--- config.mk ---
export PLATFORM = sky130hd
export DESIGN_NAME = boot_loader_flat
export DESIGN_NICKNAME = d
export VERILOG_FILES = /design/src/rtl/boot_loader_pkg.sv /design/src/rtl/boot_loader_if.sv /design/src/rtl/boot_word_assembler.sv /design/src/rtl/boot_loader.sv /design/src/flat_wrapper.sv
export SDC_FILE = /design/constraint.sdc
export NUM_CORES = 1
export LEC_CHECK = 0
export CAP_MARGIN = 0
export CORE_MARGIN = 2
export CORE_UTILIZATION = 49
export DETAILED_ROUTE_END_ITERATION = 10
export PLACE_DENSITY_LB_ADDON = 0.05
export SETUP_SLACK_MARGIN = 0.1
export SKIP_LAST_GASP = 1
export SLEW_MARGIN = 15
export SYNTH_ARGS = -nofsm -noshare
export SYNTH_HDL_FRONTEND = slang
export SYNTH_SLANG_ARGS = --single-unit
--- constraint.sdc ---
create_clock -name clk -period 2.2 [get_ports clk]
set_clock_uncertainty 0.2 [all_clocks]
set_input_delay 0.44 -clock clk [delete_from_list [all_inputs] [get_ports clk]]
set_output_delay 0.44 -clock clk [all_outputs]
set_load 0.1 [all_outputs]
--- src/rtl/boot_loader_pkg.sv ---
// Shared types and helpers for the boot loader: FSM state encoding, word geometry
// and the running-checksum update.
package boot_loader_pkg;

    typedef enum logic [2:0] {
        LEN_HI  = 3'd0,
        LEN_LO  = 3'd1,
        DATA_HI = 3'd2,
        DATA_LO = 3'd3,
        CHK     = 3'd4,
        RUN     = 3'd5,
        ERR     = 3'd6
    } state_e;

    localparam int WORD_BYTES = 2;
    localparam int BYTE_W     = 8;

    function automatic logic [7:0] xor_update(input logic [7:0] acc, input logic [7:0] b);
        return acc ^ b;
    endfunction

endpackage

--- src/rtl/boot_loader_if.sv ---
// Byte-stream input and instruction-memory/CPU-control outputs of the boot loader.
// master = upstream source side, slave = loader side.
interface boot_loader_if #(
    parameter int ADDR_W = 10
);
    logic              byte_valid;
    logic [7:0]        byte_data;
    logic              byte_ready;
    logic              imem_we;
    logic [ADDR_W-1:0] imem_addr;
    logic [15:0]       imem_wdata;
    logic              cpu_run;
    logic              busy;
    logic              error;
    logic [ADDR_W:0]   words_loaded;

    modport master (
        output byte_valid, byte_data,
        input  byte_ready, imem_we, imem_addr, imem_wdata,
               cpu_run, busy, error, words_loaded
    );

    modport slave (
        input  byte_valid, byte_data,
        output byte_ready, imem_we, imem_addr, imem_wdata,
               cpu_run, busy, error, words_loaded
    );
endinterface

--- src/rtl/boot_word_assembler.sv ---
// Packs two accepted bytes (high first) into a registered big-endian word and
// raises word_done_o for exactly one cycle when the low byte lands.
module boot_word_assembler
    import boot_loader_pkg::*;
(
    input  logic                         clk,
    input  logic                         reset,
    input  logic [BYTE_W-1:0]            byte_i,
    input  logic                         accept_i,
    input  logic                         lo_sel_i,
    output logic [WORD_BYTES*BYTE_W-1:0] word_o,
    output logic                         word_done_o
);

    logic [BYTE_W-1:0]            hi_q, hi_d;
    logic [WORD_BYTES*BYTE_W-1:0] word_q, word_d;
    logic                         done_q, done_d;

    // Next-state for the high-byte latch, assembled word and done pulse
    always_comb begin
        hi_d   = hi_q;
        word_d = word_q;
        done_d = 1'b0;
        if (accept_i && lo_sel_i) begin
            word_d = {hi_q, byte_i};
            done_d = 1'b1;
        end else if (accept_i) begin
            hi_d = byte_i;
        end else begin
            done_d = 1'b0;
        end
    end

    // Assembler registers
    always_ff @(posedge clk) begin
        if (!reset) begin
            hi_q   <= '0;
            word_q <= '0;
            done_q <= 1'b0;
        end else begin
            hi_q   <= hi_d;
            word_q <= word_d;
            done_q <= done_d;
        end
    end

    assign word_o      = word_q;
    assign word_done_o = done_q;

endmodule

--- src/rtl/boot_loader.sv ---
// Boot loader: receives a length-prefixed big-endian word image over a byte link, writes it to
// instruction memory from word 0 and releases the CPU. Optional trailing XOR byte: BOOT_CHECKSUM_EN.
module boot_loader
    import boot_loader_pkg::*;
#(
    parameter int ADDR_W = 10,
    parameter int WORD_W = 16
) (
    input  logic         clk,
    input  logic         reset,
    boot_loader_if.slave bus
);

    if (WORD_W != 16) begin : g_bad_word_w
        $error("boot_loader: WORD_W must be 16");
    end

    localparam logic [31:0] DEPTH = 32'd1 << ADDR_W;
`ifdef BOOT_CHECKSUM_EN
    localparam state_e FINAL_STATE = CHK;
`else
    localparam state_e FINAL_STATE = RUN;
`endif

    state_e            state_q, state_d;
    logic [7:0]        len_hi_q, len_hi_d;
    logic [15:0]       len_q, len_d;
    logic [ADDR_W:0]   idx_q, idx_d;
    logic [ADDR_W-1:0] addr_q, addr_d;
    logic              ready_q, ready_d;
    logic              run_q, run_d;
    logic              busy_q, busy_d;
    logic              err_q, err_d;
`ifdef BOOT_CHECKSUM_EN
    logic [7:0]        xor_q, xor_d;
`endif

    logic              accept_s;
    logic [15:0]       len_s;
    logic              too_long_s;
    logic              last_word_s;
    logic              word_done_s;
    logic [15:0]       word_s;

    assign accept_s    = bus.byte_valid & ready_q;
    assign len_s       = {len_hi_q, bus.byte_data};
    assign too_long_s  = (32'(len_s) > DEPTH);
    assign last_word_s = ((32'(idx_q) + 32'd1) == 32'(len_q));

    boot_word_assembler u_asm (
        .clk         (clk),
        .reset       (reset),
        .byte_i      (bus.byte_data),
        .accept_i    (accept_s && (state_q == DATA_HI || state_q == DATA_LO)),
        .lo_sel_i    (state_q == DATA_LO),
        .word_o      (word_s),
        .word_done_o (word_done_s)
    );

    // State register and datapath registers
    always_ff @(posedge clk) begin
        if (!reset) begin
            state_q  <= LEN_HI;
            len_hi_q <= 8'd0;
            len_q    <= 16'd0;
            idx_q    <= '0;
            addr_q   <= '0;
            ready_q  <= 1'b0;
            run_q    <= 1'b0;
            busy_q   <= 1'b1;
            err_q    <= 1'b0;
`ifdef BOOT_CHECKSUM_EN
            xor_q    <= 8'd0;
`endif
        end else begin
            state_q  <= state_d;
            len_hi_q <= len_hi_d;
            len_q    <= len_d;
            idx_q    <= idx_d;
            addr_q   <= addr_d;
            ready_q  <= ready_d;
            run_q    <= run_d;
            busy_q   <= busy_d;
            err_q    <= err_d;
`ifdef BOOT_CHECKSUM_EN
            xor_q    <= xor_d;
`endif
        end
    end

    // Next-state logic; every transition is gated by an accepted byte
    always_comb begin
        state_d = state_q;
        case (state_q)
            LEN_HI:  state_d = accept_s ? LEN_LO : LEN_HI;
            LEN_LO: begin
                if (!accept_s)             state_d = LEN_LO;
                else if (too_long_s)       state_d = ERR;
                else if (len_s == 16'd0)   state_d = FINAL_STATE;
                else                       state_d = DATA_HI;
            end
            DATA_HI: state_d = accept_s ? DATA_LO : DATA_HI;
            DATA_LO: begin
                if (!accept_s)             state_d = DATA_LO;
                else if (last_word_s)      state_d = FINAL_STATE;
                else                       state_d = DATA_HI;
            end
`ifdef BOOT_CHECKSUM_EN
            CHK: begin
                if (!accept_s)                  state_d = CHK;
                else if (bus.byte_data == xor_q) state_d = RUN;
                else                            state_d = ERR;
            end
`else
            CHK:     state_d = ERR;
`endif
            RUN:     state_d = RUN;
            ERR:     state_d = ERR;
            default: state_d = ERR;
        endcase
    end

    // Datapath and registered-output next values
    always_comb begin
        len_hi_d = (accept_s && state_q == LEN_HI) ? bus.byte_data : len_hi_q;
        len_d    = (accept_s && state_q == LEN_LO) ? len_s : len_q;
        if (accept_s && state_q == DATA_LO) begin
            addr_d = idx_q[ADDR_W-1:0];
            idx_d  = idx_q + (ADDR_W+1)'(1);
        end else begin
            addr_d = addr_q;
            idx_d  = idx_q;
        end
`ifdef BOOT_CHECKSUM_EN
        xor_d = (accept_s && (state_q inside {LEN_HI, LEN_LO, DATA_HI, DATA_LO}))
                ? xor_update(xor_q, bus.byte_data) : xor_q;
`endif
        ready_d = (state_d inside {LEN_HI, LEN_LO, DATA_HI, DATA_LO, CHK});
        // Hold cpu_run off while the final write strobe is still on the bus
        run_d   = run_q | ((state_q == RUN) & ~word_done_s);
        busy_d  = ~run_d & (state_d != ERR);
        err_d   = err_q | (state_d == ERR);
    end

    assign bus.byte_ready   = ready_q;
    assign bus.imem_we      = word_done_s;
    assign bus.imem_addr    = addr_q;
    assign bus.imem_wdata   = word_s;
    assign bus.cpu_run      = run_q;
    assign bus.busy         = busy_q;
    assign bus.error        = err_q;
    assign bus.words_loaded = idx_q;

endmodule

--- src/flat_wrapper.sv ---
// flat-port wrapper written by rule: the top's interface ports become plain ports
module boot_loader_flat import boot_loader_pkg::*;
#(
    parameter int ADDR_W = 10,
    parameter int WORD_W = 16
)
  (clk, reset, bus_byte_valid, bus_byte_data, bus_byte_ready, bus_imem_we, bus_imem_addr, bus_imem_wdata, bus_cpu_run, bus_busy, bus_error, bus_words_loaded);
  boot_loader_if #(.ADDR_W(ADDR_W)) bus_i ();
  input  logic clk;
  input  logic reset;
  input wire logic [$bits(bus_i.byte_valid)-1:0] bus_byte_valid;
  input wire logic [$bits(bus_i.byte_data)-1:0] bus_byte_data;
  output wire logic [$bits(bus_i.byte_ready)-1:0] bus_byte_ready;
  output wire logic [$bits(bus_i.imem_we)-1:0] bus_imem_we;
  output wire logic [$bits(bus_i.imem_addr)-1:0] bus_imem_addr;
  output wire logic [$bits(bus_i.imem_wdata)-1:0] bus_imem_wdata;
  output wire logic [$bits(bus_i.cpu_run)-1:0] bus_cpu_run;
  output wire logic [$bits(bus_i.busy)-1:0] bus_busy;
  output wire logic [$bits(bus_i.error)-1:0] bus_error;
  output wire logic [$bits(bus_i.words_loaded)-1:0] bus_words_loaded;
  assign bus_i.byte_valid = bus_byte_valid;
  assign bus_i.byte_data = bus_byte_data;
  assign bus_byte_ready = bus_i.byte_ready;
  assign bus_imem_we = bus_i.imem_we;
  assign bus_imem_addr = bus_i.imem_addr;
  assign bus_imem_wdata = bus_i.imem_wdata;
  assign bus_cpu_run = bus_i.cpu_run;
  assign bus_busy = bus_i.busy;
  assign bus_error = bus_i.error;
  assign bus_words_loaded = bus_i.words_loaded;
  boot_loader #(.ADDR_W(ADDR_W), .WORD_W(WORD_W)) u_core (.clk(clk), .reset(reset), .bus(bus_i));
endmodule
# Word level (Yosys, flattened, before mapping)
# Cells that the tools add are included.
# classes
n_eq_ne	11
bitwise	8
n_reduce_logical	11
add_sub_neg	2
n_lt_le_gt_ge	1
muxes	9
# ops
op	count
$eq 32x16->1	1
$gt 16x11->1 const B	1
$logic_not 16->1	1
$mux 3	5
$pmux 3 s5	1
$add 11x1->12 const B	1
$eq 3x2->1 const B	4
$add 11x1->11 const B	1
$eq 3x3->1 const B	3
$eq 3x1->1 const B	2
$logic_not 3->1	2
$logic_and 1x1->1	5
$reduce_bool 5->1	1
$and 1x1->1	3
$mux 1	3
$ne 3x3->1 const B	1
$not 1->1	3
$or 1x1->1	2
$reduce_and 2->1	1
$logic_or 1x1->1	1
# word_totals
in_bits	11
ff_bits	77
out_inout_bits	42

# Longest topological paths before layout
# logic_depth
ltp_word	7
mapped_depth	8
ltp_nobuf	7

# Cells and area by module
# Synthesis repeated with hierarchy kept, for this count alone.
# unflattened
hier_cells	397
area_unflattened_um2	3477.1
# modules_own_cells
mod	cells_per_inst	area_per_inst_um2	instances
boot_loader	306	2528.7	1
boot_word_assembler	91	948.4	1

# Worst setup path before layout
# OpenSTA, ideal clock, no wires.
# synth_timing
kind	register to register
start	register u_core.idx_q[0], in the netlist u_core.bus.words_loaded[0]
end	register u_core.state_q[1]
t_arrival_ns	2.449
stages_incl_launch_ff	7
n_path_buf	1
required_time_ns	1.857
path_slack_ns	-0.592
path_cell_list	dfxtp_1 > ha_1 > buf_2 > nand2_1 > a2111oi_0 > nor4b_2 > a32oi_1
# synth_between
elab_chain_cells	5
# synth_lines
item	line_no	rtl
start: declaration	boot_loader.sv:28	logic [ADDR_W:0] idx_q, idx_d;
start signal: assignment	boot_loader.sv:79	idx_q <= idx_d;
$add 11x1->12	boot_loader.sv:48	assign last_word_s = ((32'(idx_q) + 32'd1) == 32'(len_q));
$eq 32x16->1	boot_loader.sv:48	
$mux 3	boot_loader.sv:105	else if (last_word_s) state_d = FINAL_STATE;
$mux 3	boot_loader.sv:104	if (!accept_s) state_d = DATA_LO;
$pmux 3 s5	boot_loader.sv:94	case (state_q)
end signal: assignment	boot_loader.sv:76	state_q <= state_d;
end: declaration	boot_loader.sv:25	state_e state_q, state_d;
# No other way between the ends.
# A chain may end at the register's enable or synchronous reset.

# Final worst setup path
# layout_timing
start	register u_core.len_hi_q[1]
end	register u_core.state_q[2]
# layout_between
elab_chain_cells	5
elab_cells_between_ends	6
# layout_lines
item	line_no	rtl
start: declaration	boot_loader.sv:26	logic [7:0] len_hi_q, len_hi_d;
start signal: assignment	boot_loader.sv:77	len_hi_q <= len_hi_d;
parallel branches: the longest is 2 deep, another holds $gt 16x11->1	--	
$mux 3 *	boot_loader.sv:98	else if (too_long_s) state_d = ERR;
$mux 3 *	boot_loader.sv:97	if (!accept_s) state_d = LEN_LO;
$pmux 3 s5 *	boot_loader.sv:94	
# Mark *: on every way between the ends.

==> Flow_metrics.wiki <==
{| class="wikitable"
! Metric !! Value
|-
| Reg-to-Reg Start || u_core.len_hi_q[1]$_SDFFE_PN0P_
|-
| Synthesized instance count || 387
|-
| Top cells by area in the synthesized netlist || sky130_fd_sc_hd__dfxtp_1 (44%), sky130_fd_sc_hd__mux2i_1 (8.8%), sky130_fd_sc_hd__nand2_1 (7.0%)
|-
| Number of flops mapped to enable cells by yosys || 0
|-
| Clock edge transition at the registers on the reported setup and hold paths || 0.08 ns
|-
| Period utilization || 0.9788
|-
| Worst min path class || flip-flop to flip-flop
|-
| First-pass GRT wire length || 14.02 mm
|-
| Hold path cells || 2
|-
| Buffer type at the clock tree root || sky130_fd_sc_hd__clkbuf_8
|-
| Layout cells sized above 1 || 0.3050
|-
| Largest stage delay on the critical path || 0.51 ns
|-
| DPL Wire Length || 5.890 mm
|-
| Slowest-stage cell, CP || sky130_fd_sc_hd__or4b_4
|-
| Area leader, netlist || sky130_fd_sc_hd__dfxtp_1
|-
| Final-report setup violation count || 0
|-
| Cell area after layout || 4797 sq um
|-
| Signal arrival time at the worst endpoint || 2.19 ns
|-
| Cell area power density || 569.1 nW/um^2
|-
| Antenna diodes || 0
|-
| Area growth from synthesis to layout || 35.38%
|-
| Cell types with the highest counts after synthesis || sky130_fd_sc_hd__dfxtp_1 (77), sky130_fd_sc_hd__nand2_1 (66), sky130_fd_sc_hd__nor2b_1 (35), sky130_fd_sc_hd__mux2i_1 (31), sky130_fd_sc_hd__a21boi_0 (29)
|-
| Setup Total Neg Slack || 0 ns
|-
| Slew Limit Headroom || 0.7273
|-
| Hold worst-path end || u_core.u_asm.word_o[13]$_SDFFE_PN0P_
|-
| Area enclosed by the die boundary || 7927 sq um
|-
| Reg2Reg Setup Slack || 0.05 ns
|-
| Die Span X || 89.04 um
|-
| Result of the run || complete, no violations
|-
| Routed wire length on met3 || 297 um
|-
| Min Clock Period, post-route || 2.153 ns
|-
| DRC errors left || 0
|-
| Final hold violation count || 0
|-
| Wire length on met2 || 4.557 mm
|-
| # nets final || 489
|-
| Per-instance average area after synthesis || 9.156 sq um
|-
| Synth Register Bits || 77
|-
| Detail Route Antenna Nets || 0
|-
| Async SR Flop Fraction || 0
|-
| Number of DRC markers in iteration 0 || 93
|-
| Start point of the worst min-delay path || u_core.u_asm.word_o[13]$_SDFFE_PN0P_
|-
| Die height || 89.04 um
|-
| Routability congestion estimate || 0.8106
|-
| Routed WL per cell || 15.36 um
|-
| Hold_buf cts || 0
|-
| Required time at the endpoint of the critical path || 2.24 ns
|-
| TritonCTS clock tree || yes
|-
| Aggregate global routing overflow || 0
|-
| Core area || 6907 sq um
|-
| Routed wire length || 8.876 mm
|-
| Vias in the first global route || 2876
|-
| Number of fillers in the final layout || 567
|-
| Net Count, Synth || 399
|-
| Most used flip-flop cell after synthesis || sky130_fd_sc_hd__dfxtp_1
|-
| Total of buffers placed on input and output ports || 52
|-
| Warnings, synthesis || 0
|-
| RSZ-0062 raised after global routing || yes
|-
| Count leader, synth || sky130_fd_sc_hd__dfxtp_1
|-
| Count of distinct cell types in the synthesized netlist || 58
|-
| Placement Cell Area || 4322 sq um
|-
| Max frequency || 464.4 MHz
|-
| Wire length on met1 || 3.947 mm
|-
| H-tree level count || 3
|-
| Number of clock sinks || 77
|-
| Startpoint kind of the worst setup timing path || flip-flop
|-
| Number of rows created at floorplan || 30
|-
| Total via count after detailed routing || 3025
|-
| Transition time at the pin with the least slew margin || 0.4085 ns
|-
| Type of the setup path with the least slack || flip-flop to flip-flop
|-
| Ports placed on the boundary || 53
|-
| Vias per inst || 5.234
|-
| Register-to-Register Path Depth || 7
|-
| Top-area cell type share of the netlist area || 0.4350
|-
| Max Transition Viols Final || 0
|-
| Worst ir drop on vdd || 0.0003734 V
|-
| Post-synthesis cell area || 3543 sq um
|-
| Largest net degree at the start of global routing || 31
|-
| Detailed-router iteration count before antenna repair || 4
|-
| Setup crit end kind || flip-flop
|-
| Overall track demand over capacity in global routing || 0.2343
|-
| Number of maximum-capacitance constraint violations || 0
|-
| Number of clock buffers inserted by TritonCTS || 9
|-
| Uppermost signal routing layer after detailed routing || met4
|-
| Critical path fanouts, max || 3
|-
| Ordered cell list for the critical path || nor4_4 > buf_4 > a31oi_2 > or4b_4 > a21oi_4 > nor2b_1 > a31o_1
|-
| Antenna violations before repair || 0
|-
| Clock insertion delay at the later pin of the skew report || 0.34 ns
|-
| Leakage component of the power || 1.883 nW
|-
| Endpoint of the worst register-to-register path || u_core.state_q[2]$_SDFF_PN0_
|-
| Initial core utilization || 0.5130
|-
| Buffer levels on the longest clock path || 2
|-
| Sequential area share after synthesis || 0.4350
|}
-- placed cells by master, fill, tap and decap left out, types with 2 or more instances in the layout --
cell	synthesis	routed
sky130_fd_sc_hd__nor4_2	2	2
sky130_fd_sc_hd__a31o_1	2	2
sky130_fd_sc_hd__dfxtp_1	77	64
sky130_fd_sc_hd__clkdlybuf4s50_1	0	3
sky130_fd_sc_hd__and4_4	1	2
sky130_fd_sc_hd__nand2b_1	3	3
sky130_fd_sc_hd__buf_4	1	82
sky130_fd_sc_hd__nand2_1	66	66
sky130_fd_sc_hd__o21ai_0	2	2
sky130_fd_sc_hd__and2_4	1	2
sky130_fd_sc_hd__inv_4	0	2
sky130_fd_sc_hd__nand3_1	7	6
sky130_fd_sc_hd__nand4_1	5	5
sky130_fd_sc_hd__nor4_4	2	4
sky130_fd_sc_hd__dlygate4sd2_1	0	5
sky130_fd_sc_hd__nor2b_1	35	34
sky130_fd_sc_hd__nor2_2	0	2
sky130_fd_sc_hd__mux2i_1	31	31
sky130_fd_sc_hd__clkbuf_1	14	2
sky130_fd_sc_hd__a22oi_1	2	2
sky130_fd_sc_hd__clkbuf_8	0	9
sky130_fd_sc_hd__buf_12	0	7
sky130_fd_sc_hd__a21boi_0	29	29
sky130_fd_sc_hd__inv_1	4	4
sky130_fd_sc_hd__xnor2_1	16	16
sky130_fd_sc_hd__dfxtp_4	0	12
sky130_fd_sc_hd__or3_1	2	2
sky130_fd_sc_hd__and2_1	13	12
sky130_fd_sc_hd__a21oi_1	5	4
sky130_fd_sc_hd__nor2_1	18	16
sky130_fd_sc_hd__buf_6	2	4
sky130_fd_sc_hd__xor2_1	5	5
-- layer usage --
layer  vias to the layer above  GRT usage
li1                       1499          -
met1                      1449     0.2897
met2                        71     0.4077
met3                         6    0.03786
met4                         0    0.09362
met5                         -          0
-- final cells by class --
class                           count  area [sq um]  share of cell area
Sequential cell                    77          1588              0.3310
Inverter                            4         15.01            0.003130
Tap cell                           96         120.1             0.02504
Clock inverter                      5         56.30             0.01174
Timing Repair Buffer              103         892.1              0.1860
Multi-Input combinational cell    282          1994              0.4158
Clock buffer                       11         131.4             0.02739
-- stage by stage --
step / std cells / total power, mW / util / hold WS [ns] / setup WS, ns
after global placement: 540 / 1.668 / 0.6257 / 0.2477 / -0.5858
after detailed placement: 540 / 1.672 / 0.6257 / 0.2558 / -0.6327
after global routing: 578 / 2.846 / 0.6946 / 0.2851 / -0.03312
after floorplan: 387 / 1.583 / - / 0.2406 / -0.06634
final: 578 / 2.730 / 0.6946 / 0.2647 / 0.04656
after CTS: 572 / 2.743 / 0.6786 / 0.2676 / 0.07754
-- cells by family after synthesis --
family / share of synthesized area
muxes: 0.08757
and+or+nand+nor: 0.2602
AOI/OAI and AO/OA: 0.1215
xor gates and xnor gates: 0.05190
adders and majority gates: 0.006355
buffers and inverters: 0.03743
DFF: 0.4350
-- power by group --
group / switching [mW] / internal (mW) / total, mW
Sequential: 0.0250 / 1.40 / 1.43
Clock: 0.533 / 0.530 / 1.06
Combinational: 0.122 / 0.121 / 0.243
Total: 0.680 / 2.05 / 2.73
-- critical path: cells and delay by family (launching register included) --
kind | cells | cell delay [ns]
DFF | 1 | 0.36
AOI/OAI and AO/OA | 3 | 0.39
and+or+nand+nor | 3 | 0.92
buffers and inverters | 1 | 0.17
-- worst max-delay path by stage --
| stage | start | endpoint | slack [ns] | cells after the start |
|---|---|---|---|---|
| final | u_core.len_hi_q[1]$_SDFFE_PN0P_ | u_core.state_q[2]$_SDFF_PN0_ | 0.05 | 7 |
| after CTS | u_core.bus.words_loaded[0]$_SDFFE_PN0P_ | u_core.state_q[1]$_SDFF_PN0_ | 0.08 | 8 |
| after global placement | bus_byte_data[1] | u_core.state_q[2]$_SDFF_PN0_ | -0.59 | 7 |
| after global routing | u_core.bus.words_loaded[3]$_SDFFE_PN0P_ | u_core.state_q[1]$_SDFF_PN0_ | -0.03 | 8 |
| after floorplan | u_core.bus.words_loaded[3]$_SDFFE_PN0P_ | u_core.state_q[1]$_SDFF_PN0_ | -0.07 | 8 |
| after detailed placement | bus_byte_data[1] | u_core.state_q[2]$_SDFF_PN0_ | -0.63 | 7 |
-- repair_timing --
action                                  4_1_cts  5_1_grt
endpoints found under the setup margin        6        6
gates resized for setup                      19       12
pin swaps                                    13        6
buffers inserted                             16        6
endpoints found under the hold margin         0        0
-- registers in the layout, indices dropped and copies added, names as in the netlist, 3 cells and up --
| register | count |
|---|---|
| u_core.bus.imem_addr | 10 |
| u_core.bus.words_loaded | 11 |
| u_core.len_hi_q | 8 |
| u_core.len_q | 16 |
| u_core.state_q | 3 |
| u_core.u_asm.hi_q | 8 |
| u_core.u_asm.word_o | 16 |
(Power assumes the default switching activity.)
